File: config.mk
export PLATFORM = sky130hd
export DESIGN_NAME = irq_sequencer_flat
export DESIGN_NICKNAME = d
export VERILOG_FILES = /design/src/rtl/irq_sequencer_if.sv /design/src/rtl/irq_sequencer.sv /design/src/flat_wrapper.sv
export SDC_FILE = /design/constraint.sdc
export NUM_CORES = 1
export LEC_CHECK = 0
export CAP_MARGIN = 30
export CORE_ASPECT_RATIO = 0.6
export CORE_MARGIN = 2
export CORE_UTILIZATION = 48
export CTS_CLUSTER_SIZE = 14
export DETAILED_ROUTE_END_ITERATION = 10
export GPL_TIMING_DRIVEN = 0
export PLACE_DENSITY = 0.81
export SYNTH_ARGS = -nofsm -noshare
export SYNTH_HDL_FRONTEND = slang
export SYNTH_SLANG_ARGS = --single-unit
export TNS_END_PERCENT = 10
File: constraint.sdc
create_clock -name clk -period 2 [get_ports clk]
set_clock_uncertainty 0.1 [all_clocks]
set_input_delay 0.3 -clock clk [delete_from_list [all_inputs] [get_ports clk]]
set_output_delay 0.3 -clock clk [all_outputs]
set_load 0.03 [all_outputs]
File: src/rtl/irq_sequencer_if.sv
`default_nettype none
// ============================================================================
// Module      : irq_sequencer_if
// Description : Link between the program sequencer and the interrupt
//               sequencer.
//               Sequencer -> controller: fetch_boundary, pc_ret, reti.
//               Controller -> sequencer: irq_jmp/irq_jmp_addr (vectored jump)
//               and ret_jmp/ret_addr (return jump).
//               Modport master = program sequencer side.
//               Modport slave  = interrupt controller side.
// Revision    : 1.0 - initial release
// ============================================================================
interface irq_sequencer_if;
    logic       fetch_boundary;
    logic [7:0] pc_ret;
    logic       reti;
    logic       irq_jmp;
    logic [7:0] irq_jmp_addr;
    logic       ret_jmp;
    logic [7:0] ret_addr;

    modport master (
        output fetch_boundary, pc_ret, reti,
        input  irq_jmp, irq_jmp_addr, ret_jmp, ret_addr
    );

    modport slave (
        input  fetch_boundary, pc_ret, reti,
        output irq_jmp, irq_jmp_addr, ret_jmp, ret_addr
    );
endinterface
`default_nettype wire

File: src/rtl/irq_sequencer.sv
`default_nettype none
// ============================================================================
// Module      : irq_sequencer
// Description : Prioritising, nesting interrupt controller in front of the
//               program sequencer.
//               Latches rising edges on irq, selects the highest-priority
//               enabled request (index 0 highest), and at a fetch boundary
//               issues a one-cycle vectored jump while pushing pc_ret onto a
//               return-address stack.  RETI pops the stack and issues a
//               one-cycle return jump.
// Ports       : clk, reset_n (async, active low)
//               irq          - request lines (rising-edge detected)
//               mask_wr/data - per-line enable register load
//               gie_set/clr  - global enable (clear dominates)
//               seq          - sequencer link (boundary, pc_ret, reti, jumps)
//               pending, in_service, depth, stack_err - status
// Revision    : 1.0 - initial release
// ============================================================================
module irq_sequencer #(
    parameter int         NUM_IRQ     = 4,
    parameter int         STACK_DEPTH = 4,
    parameter logic [7:0] VECTOR_BASE = 8'hF0
) (
    input  wire logic               clk,
    input  wire logic               reset_n,
    input  wire logic [NUM_IRQ-1:0] irq,
    input  wire logic               mask_wr,
    input  wire logic [NUM_IRQ-1:0] mask_data,
    input  wire logic               gie_set,
    input  wire logic               gie_clr,
    irq_sequencer_if.slave          seq,
    output logic [NUM_IRQ-1:0]      pending,
    output logic [NUM_IRQ-1:0]      in_service,
    output logic [2:0]              depth,
    output logic                    stack_err
);

    localparam int IW = (NUM_IRQ > 1) ? $clog2(NUM_IRQ) : 1;

    localparam logic [1:0] c_idle = 2'd0;
    localparam logic [1:0] c_take = 2'd1;
    localparam logic [1:0] c_ret  = 2'd2;

    logic [1:0]         r_state;
    logic [NUM_IRQ-1:0] r_irq_q;
    logic [NUM_IRQ-1:0] r_pending;
    logic [NUM_IRQ-1:0] r_mask;
    logic               r_gie;
    logic [NUM_IRQ-1:0] r_in_service;
    logic [7:0]         r_stack [STACK_DEPTH];
    logic [2:0]         r_depth;
    logic               r_stack_err;
    logic [IW-1:0]      r_cand;
    logic [7:0]         r_pc;
    logic               r_irq_jmp;
    logic [7:0]         r_irq_jmp_addr;
    logic               r_ret_jmp;
    logic [7:0]         r_ret_addr;

    logic [NUM_IRQ-1:0] w_edge;
    logic [NUM_IRQ-1:0] w_eligible;
    logic [NUM_IRQ-1:0] w_take_bit;
    logic [IW-1:0]      w_cand_idx;
    logic               w_cand_any;
    logic [IW-1:0]      w_isr_idx;
    logic               w_isr_any;
    logic               w_cand_ok;
    logic [7:0]         w_top;

    assign w_edge     = irq & ~r_irq_q;
    assign w_eligible = r_pending & r_mask & {NUM_IRQ{r_gie}};
    assign w_take_bit = NUM_IRQ'(1) << r_cand;

    // Lowest set index of the eligible requests and of the active handlers;
    // scanning downward lets the lowest index overwrite the others.
    always_comb begin
        w_cand_idx = '0;
        w_cand_any = 1'b0;
        w_isr_idx  = '0;
        w_isr_any  = 1'b0;
        for (int i = NUM_IRQ - 1; i >= 0; i--) begin
            if (w_eligible[i]) begin
                w_cand_idx = IW'(i);
                w_cand_any = 1'b1;
            end
            if (r_in_service[i]) begin
                w_isr_idx = IW'(i);
                w_isr_any = 1'b1;
            end
        end
    end

    // Only a strictly higher priority than every active handler may preempt,
    // and only while a stack slot is free.
    assign w_cand_ok = w_cand_any
                     && (!w_isr_any || (w_cand_idx < w_isr_idx))
                     && (r_depth < 3'(STACK_DEPTH));

    always_comb begin
        w_top = '0;
        for (int i = 0; i < STACK_DEPTH; i++) begin
            if (3'(i) + 3'd1 == r_depth) begin
                w_top = r_stack[i];
            end
        end
    end

    always_ff @(posedge clk or negedge reset_n) begin
        if (!reset_n) begin
            r_state        <= c_idle;
            r_irq_q        <= '0;
            r_pending      <= '0;
            r_mask         <= '0;
            r_gie          <= 1'b0;
            r_in_service   <= '0;
            r_depth        <= '0;
            r_stack_err    <= 1'b0;
            r_cand         <= '0;
            r_pc           <= '0;
            r_irq_jmp      <= 1'b0;
            r_irq_jmp_addr <= '0;
            r_ret_jmp      <= 1'b0;
            r_ret_addr     <= '0;
            for (int i = 0; i < STACK_DEPTH; i++) begin
                r_stack[i] <= '0;
            end
        end else begin
            r_irq_q   <= irq;
            r_irq_jmp <= 1'b0;
            r_ret_jmp <= 1'b0;

            if (gie_clr) begin
                r_gie <= 1'b0;
            end else if (gie_set) begin
                r_gie <= 1'b1;
            end
            if (mask_wr) begin
                r_mask <= mask_data;
            end

            // A fresh edge on the bit being taken re-arms it.
            if (r_state == c_take) begin
                r_pending <= (r_pending & ~w_take_bit) | w_edge;
            end else begin
                r_pending <= r_pending | w_edge;
            end

            case (r_state)
                c_idle: begin
                    if (seq.reti) begin
                        r_state <= c_ret;
                        if (r_depth != 3'd0) begin
                            r_ret_jmp  <= 1'b1;
                            r_ret_addr <= w_top;
                        end
                    end else if (seq.fetch_boundary && w_cand_ok) begin
                        r_state        <= c_take;
                        r_cand         <= w_cand_idx;
                        r_pc           <= seq.pc_ret;
                        r_irq_jmp      <= 1'b1;
                        r_irq_jmp_addr <= VECTOR_BASE + (8'(w_cand_idx) << 2);
                    end
                end
                c_take: begin
                    for (int i = 0; i < STACK_DEPTH; i++) begin
                        if (3'(i) == r_depth) begin
                            r_stack[i] <= r_pc;
                        end
                    end
                    r_depth      <= r_depth + 3'd1;
                    r_in_service <= r_in_service | w_take_bit;
                    r_state      <= c_idle;
                end
                c_ret: begin
                    if (r_depth != 3'd0) begin
                        r_depth      <= r_depth - 3'd1;
                        // Innermost handler is always the lowest set bit.
                        r_in_service <= r_in_service & (r_in_service - NUM_IRQ'(1));
                    end else begin
                        r_stack_err <= 1'b1;
                    end
                    r_state <= c_idle;
                end
                default: r_state <= c_idle;
            endcase
        end
    end

    assign seq.irq_jmp      = r_irq_jmp;
    assign seq.irq_jmp_addr = r_irq_jmp_addr;
    assign seq.ret_jmp      = r_ret_jmp;
    assign seq.ret_addr     = r_ret_addr;
    assign pending          = r_pending;
    assign in_service       = r_in_service;
    assign depth            = r_depth;
    assign stack_err        = r_stack_err;

endmodule
`default_nettype wire

File: src/flat_wrapper.sv
// flat-port wrapper written by rule: the top's interface ports become plain ports
module irq_sequencer_flat 
#(
    parameter int         NUM_IRQ     = 4,
    parameter int         STACK_DEPTH = 4,
    parameter logic [7:0] VECTOR_BASE = 8'hF0
)
  (clk, reset_n, irq, mask_wr, mask_data, gie_set, gie_clr, pending, in_service, depth, stack_err, seq_fetch_boundary, seq_pc_ret, seq_reti, seq_irq_jmp, seq_irq_jmp_addr, seq_ret_jmp, seq_ret_addr);
  irq_sequencer_if seq_i ();
  input  wire logic clk;
  input  wire logic reset_n;
  input  wire logic [NUM_IRQ-1:0] irq;
  input  wire logic mask_wr;
  input  wire logic [NUM_IRQ-1:0] mask_data;
  input  wire logic gie_set;
  input  wire logic gie_clr;
  output logic [NUM_IRQ-1:0] pending;
  output logic [NUM_IRQ-1:0] in_service;
  output logic [2:0] depth;
  output logic stack_err;
  input wire logic [$bits(seq_i.fetch_boundary)-1:0] seq_fetch_boundary;
  input wire logic [$bits(seq_i.pc_ret)-1:0] seq_pc_ret;
  input wire logic [$bits(seq_i.reti)-1:0] seq_reti;
  output wire logic [$bits(seq_i.irq_jmp)-1:0] seq_irq_jmp;
  output wire logic [$bits(seq_i.irq_jmp_addr)-1:0] seq_irq_jmp_addr;
  output wire logic [$bits(seq_i.ret_jmp)-1:0] seq_ret_jmp;
  output wire logic [$bits(seq_i.ret_addr)-1:0] seq_ret_addr;
  assign seq_i.fetch_boundary = seq_fetch_boundary;
  assign seq_i.pc_ret = seq_pc_ret;
  assign seq_i.reti = seq_reti;
  assign seq_irq_jmp = seq_i.irq_jmp;
  assign seq_irq_jmp_addr = seq_i.irq_jmp_addr;
  assign seq_ret_jmp = seq_i.ret_jmp;
  assign seq_ret_addr = seq_i.ret_addr;
  irq_sequencer #(.NUM_IRQ(NUM_IRQ), .STACK_DEPTH(STACK_DEPTH), .VECTOR_BASE(VECTOR_BASE)) u_core (.clk(clk), .reset_n(reset_n), .irq(irq), .mask_wr(mask_wr), .mask_data(mask_data), .gie_set(gie_set), .gie_clr(gie_clr), .seq(seq_i), .pending(pending), .in_service(in_service), .depth(depth), .stack_err(stack_err));
endmodule
==> results.json, run 1 <==
{
  "cp_common_cell": "o21ai_2",
  "row_count": 23,
  "hold_path.class": "register to register",
  "layout_commonest_cell": "dfrtp_1",
  "cts_sinks": 76,
  "path_cells": "a22o_1 > nand2_1 > a21oi_2 > ha_2 > nor2_2 > o21ai_2 > a31oi_1 > o21ai_2 > buf_6 > buf_8 > mux2_4",
  "drtIter0Drc": 196,
  "chipWidth_um": 112,
  "status": "finished with violations",
  "firstDrtPassIters": 4,
  "grt_pass1_wl_mm": 12.8,
  "crit_type": "register to register",
  "crit_fanout": 5,
  "grt_usage_pct": 22.6,
  "grt_overflow": 0,
  "antenna_found_initial": 0,
  "ys_ff_latch": 76,
  "drc_errors": 0,
  "nFillCells": 534,
  "finalHoldViolCount": 0,
  "setup_violations": 17,
  "ys.flop_type": "dfrtp_1",
  "hpwl_mm": 5.33,
  "period_needed_ns": 2.23,
  "worstSetupStartpointType": "register",
  "endpoint_kind": "register",
  "htree_levels": 3,
  "stdcell_count": 452,
  "synth_edf_count": 0,
  "violations": "setup timing",
  "dp.cells": 425,
  "max_clock_freq_mhz": 448,
  "cts.clk_slew.worst_paths_ns": 0.06,
  "die_h_um": 68.7,
  "num_vias": 2480,
  "worst_slack_ns": -0.230,
  "timing.final.crit_share_pct": 111,
  "synth.distinct_cells": 37,
  "grt_max_degree": 48,
  "report.final.slew_viol_count": 0,
  "arrival_ns": 2.35,
  "cp_top_family": "compound AO/OA/AOI/OAI gates",
  "ant_nets": 0,
  "final_cell_mix": "dfrtp_1, clkdlybuf4s50_1, mux2_1, o21ai_1, nand2_1",
  "drt_wl_total_mm": 7.71,
  "cts_tree": "built",
  "synth-async-reset-ratio_pct": 100,
  "yosysWarnings": 0,
  "cp_num_buf_inv": 2,
  "synth_cells": 286,
  "clk_latency_ns": 0.33,
  "fin_nets": 390,
  "cts_buffers": 9,
  "grt_pass1_vias": 2549,
  "diodes": 0,
  "vias_per_cell": 5.49,
  "ir_worst_vdd_mv": 0.873,
  "ys_seq_area_share_pct": 56.7,
  "routedWlPerCell_um": 17.1,
  "gp_congestion": 0.797,
  "cp_data_required_time_ns": 2.12,
  "cp_slowest_cell": "dfrtp_2",
  "grt_setup_unrepaired": "true",
  "io-pin-count": 53,
  "start_util_pct": 50.0,
  "dieArea_um2": 7690,
  "synth_area_per_cell_um2": 11.7,
  "netlist_area_um2": 3350,
  "core_um2": 6710,
  "max_cap_violations": 0,
  "cts-root-buf": "clkbuf_16",
  "clockBufferDepth": 2,
  "slowest_delay_ns": 0.42,
  "portBuffers": 50,
  "area_growth_pct": 31.8,
  "drive_gt1_share_pct": 21.1,
  "leakage_nw": 2.13,
  "power.density_nw_per_um2": 1320,
  "place_ws_ns": -0.323
}
state kept, by name (all words and copies together) (netlist names):
register,flops
u_core.r_irq_q,4
u_core.seq.ret_addr,8
u_core.r_gie,1
u_core.in_service,4
u_core.pending,4
u_core.r_cand,1
u_core.seq.irq_jmp_addr,2
u_core.r_pc,8
u_core.seq.ret_jmp,1
u_core.r_state,2
u_core.depth,3
u_core.r_stack,32
u_core.r_mask,4
u_core.seq.irq_jmp,1
u_core.stack_err,1
cell type report:
cell class                 count  area, µm²  area share, %
buffer                        13       76.3           1.73
sequential                    76       1910           43.1
tap                           87        109           2.46
clock buffer                  12        246           5.58
timing repair buffer          65        658           14.9
inverter                      12       45.0           1.02
clock inverter                 4       25.0          0.566
multi-input combinational    183       1350           30.6
worst reg2reg max path: stages, from the launching register on:
cell	delay, ns
dfrtp_2	0.42
a22o_1	0.23
nand2_1	0.09
a21oi_2	0.05
ha_2	0.21
nor2_2	0.11
o21ai_2	0.08
a31oi_1	0.18
o21ai_2	0.09
buf_6	0.14
buf_8	0.12
mux2_4	0.28
cells in the mapped netlist (all sizes together), types with 3 or more instances:
library cell	number	area [µm²]
clkbuf	5	18.8
o21ai	38	198
a21oi	14	70.1
nand3	4	20.0
nand2b	3	18.8
o31ai	3	22.5
dfrtp	76	1900
ha	7	87.6
buf	11	72.6
inv	12	45.1
nor2	14	62.6
mux2	46	544
a31oi	3	18.8
a22oi	8	60.1
nand2	25	93.8
metal layers:
metal	track usage, %	routed length (µm)	vias to the layer above
met5	0	0	-
met1	30.1	3590	1227
met3	7.60	604	9
met4	7.25	90	0
li1	-	-	1150
met2	35.6	3430	94
stage by stage:
stage / TNS (ns) / power [mW] / cell area (µm²) / utilization, % / hold slack [ns]
floorplan: -1.14 / 3.49 / 3360 / - / -0.0956
global placement: -158.42 / 4.21 / 3970 / 59.2 / 0.291
detailed placement: -7.20 / 4.30 / 4000 / 59.6 / 0.155
CTS: -1.84 / 5.83 / 4380 / 65.4 / 0.301
global route: -4.26 / 6.16 / 4420 / 65.9 / 0.305
finish: -1.95 / 5.83 / 4420 / 65.9 / 0.301
power by group:
part / switching (mW) / internal, mW
registers: 0.383 / 1.94
logic: 1.12 / 0.913
clock network: 0.601 / 0.869
path summary, 6_finish.rpt:
kind | slack [ns] | to | cells after the start | startpoint
max in group asynchronous | 0.90 | u_core.pending[3] | 3 | reset_n
min reg2reg | 0.30 | u_core.pending[3] | 1 | u_core.r_irq_q[3]
min in group asynchronous | 0.34 | u_core.r_irq_q[2] | 2 | reset_n
max reg2reg | -0.23 | u_core.r_pc[3] | 11 | u_core.pending[3]
max | -0.23 | u_core.r_pc[3] | 11 | u_core.pending[3]
min | 0.30 | u_core.pending[3] | 1 | u_core.r_irq_q[3]
cell families after synthesis:
family,after synthesis,synth area share [%]
compound gates,71,12.4
xor+xnor,1,0.261
fa+ha+maj,7,2.61
buf+inv,28,4.07
flops,76,56.7
mux,46,16.2
other cells,1,0.112
simple gates,56,7.61
timing repair:
item                       in CTS  in global routing
hold buffers                    1                  0
setup endpoints to repair      36                 48
resized for setup              14                 10
pin swaps                       5                  3
buffers inserted                9                  3
hold endpoints to repair       29                  0
gates cloned                    1                  0
Power figures use the tool's default switching activity.
==> inputs of run 2 (changes only) <==
--- a/config.mk
+++ b/config.mk
@@ -8,11 +8,13 @@
 export CAP_MARGIN = 30
 export CORE_ASPECT_RATIO = 0.6
 export CORE_MARGIN = 2
-export CORE_UTILIZATION = 48
+export CORE_UTILIZATION = 35
 export CTS_CLUSTER_SIZE = 14
 export DETAILED_ROUTE_END_ITERATION = 10
+export DONT_BUFFER_PORTS = 1
 export GPL_TIMING_DRIVEN = 0
-export PLACE_DENSITY = 0.81
+export HOLD_SLACK_MARGIN = 0.02
+export PLACE_DENSITY = 0.57
 export SYNTH_ARGS = -nofsm -noshare
 export SYNTH_HDL_FRONTEND = slang
 export SYNTH_SLANG_ARGS = --single-unit
==> run 2 against run 1 <==
Net effect: the run ends with hold timing, setup timing left; register-to-register slack worse by 0.11 ns; non-clock buffer count is 34 lower; sequential share of layout area grew 2.5 points; sequential cell count unchanged; highest routed layer unchanged; critical path type unchanged; hold slack worse by 0.74 ns; critical endpoint is now u_core.r_pc[0].
==> results.json, run 2 (synthesis results as in run 1) <==
{
  "stdcell_count": 460,
  "cp_data_required_time_ns": 2.12,
  "area_growth_pct": 24.9,
  "chipWidth_um": 130,
  "worstSetupStartpointType": "register",
  "gp_congestion": 0.792,
  "report.final.slew_viol_count": 0,
  "timing.final.crit_share_pct": 117,
  "dp.cells": 417,
  "grt_usage_pct": 16.4,
  "fin_nets": 356,
  "slowest_delay_ns": 0.49,
  "cp_slowest_cell": "dfrtp_2",
  "cp_top_family": "compound AO/OA/AOI/OAI gates",
  "grt_pass1_vias": 2320,
  "drive_gt1_share_pct": 26.4,
  "setup_violations": 12,
  "cts.clk_slew.worst_paths_ns": 0.06,
  "place_ws_ns": -0.580,
  "arrival_ns": 2.46,
  "cts_tree": "built",
  "cts-root-buf": "clkbuf_16",
  "hpwl_mm": 5.06,
  "nFillCells": 881,
  "drt_wl_total_mm": 7.76,
  "clk_latency_ns": 0.34,
  "leakage_nw": 1.95,
  "drtIter0Drc": 117,
  "cts_buffers": 9,
  "row_count": 27,
  "portBuffers": 0,
  "hold_path.class": "input port to async pin",
  "core_um2": 9260,
  "cts_sinks": 76,
  "firstDrtPassIters": 4,
  "max_slew.worst_pin.slew_ns": 0.579,
  "endpoint_kind": "register",
  "drc_errors": 0,
  "grt_max_degree": 77,
  "cp_common_cell": "o21ai_2",
  "ir_worst_vdd_mv": 0.538,
  "dieArea_um2": 10400,
  "worst_slack_ns": -0.342,
  "slew_headroom_pct": 61.4,
  "period_needed_ns": 2.34,
  "top_register": "u_core.r_stack",
  "place_area_um2": 3520,
  "finalHoldViolCount": 76,
  "start_util_pct": 36.2,
  "hold_ws_ns": -0.439,
  "die_h_um": 79.8,
  "cp_num_buf_inv": 2,
  "grt_setup_unrepaired": "true",
  "io-pin-count": 53,
  "antenna_found_initial": 0,
  "max_clock_freq_mhz": 427,
  "crit_type": "register to register",
  "cts_hold_buf": 22,
  "fin_area_um2": 4190,
  "htree_levels": 3,
  "max_cap_violations": 0,
  "routedWlPerCell_um": 16.9,
  "largest_reg_flops": 32,
  "crit_fanout": 5,
  "status": "finished with violations",
  "diodes": 0,
  "ant_nets": 0,
  "num_vias": 2299,
  "violations": "hold timing, setup timing",
  "vias_per_cell": 5.00,
  "grt_overflow": 0,
  "grt_pass1_wl_mm": 12.5,
  "path_cells": "a22o_1 > a21oi_2 > ha_2 > buf_4 > o21ai_2 > o21ai_2 > buf_6 > mux2_4",
  "clockBufferDepth": 2,
  "layout_commonest_cell": "dfrtp_1",
  "final_cell_mix": "dfrtp_1, mux2_1, o21ai_1, nand2_1, dlygate4sd3_1",
  "power.density_nw_per_um2": 1340
}
-- run 2: cell count changes in the layout (fill, tap and decap cells not counted), sizes merged --
| cell | delta |
|---|---|
| clkdlybuf4s50 | -45 |
| dlygate4sd3 | +21 |
| clkbuf | -3 |
| buf | -4 |
| dlymetal6s2s | -4 |
-- run 2: cell type report --
class	instances	area [µm²]	share of cell area, %
well taps	130	163	3.89
repair buffers	32	307	7.32
inverters	12	45.0	1.08
multi-input cells	183	1400	33.4
flip-flops and latches	76	1910	45.7
plain buffers	12	83.8	2.00
clock buffers	11	253	6.04
clock inverters	4	25.0	0.598
-- run 2: path summary, 6_finish.rpt --
kind,start,cells past startpoint,end,slack [ns]
min in group clk,seq_reti,1,u_core.r_state[1],0.08
max in group asynchronous,reset_n,0,u_core.depth[0],2.09
hold / removal,reset_n,0,u_core.seq.irq_jmp_addr[6],-0.44
setup / recovery,u_core.pending[1],8,u_core.r_pc[0],-0.34
hold reg to reg,u_core.r_irq_q[0],1,u_core.pending[0],0.30
setup reg to reg,u_core.pending[1],8,u_core.r_pc[0],-0.34
-- run 2: report_power, final --
group | internal, mW | total (mW) | switching (mW)
clock network | 0.895 | 1.51 | 0.611
logic | 0.668 | 1.40 | 0.736
registers | 1.95 | 2.69 | 0.740
total | 3.51 | 5.60 | 2.09
-- run 2: layer usage --
metal	GRT usage, %	routed length (µm)	vias up
li1	-	-	1086
met5	0	0	-
met2	23.4	3320	42
met4	4.79	75	0
met3	5.97	353	8
met1	23.3	4020	1163
-- run 2: per-stage QoR --
stage          util, %  setup TNS (ns)  total power [mW]
4_1_cts           44.4           -4.07              5.55
3_3_place_gp      38.1          -14.93              3.84
5_1_grt           45.2           -4.21              5.95
6_report          45.2           -3.26              5.60
2_1_floorplan        -           -1.14              3.49
3_5_place_dp      38.1          -15.79              3.87
-- run 2: repair_timing --
item,in CTS,in global routing
pin swaps,4,4
hold endpoints to repair,97,76
gates cloned,1,0
buffers inserted,5,4
setup endpoints to repair,45,36
resized for setup,23,13
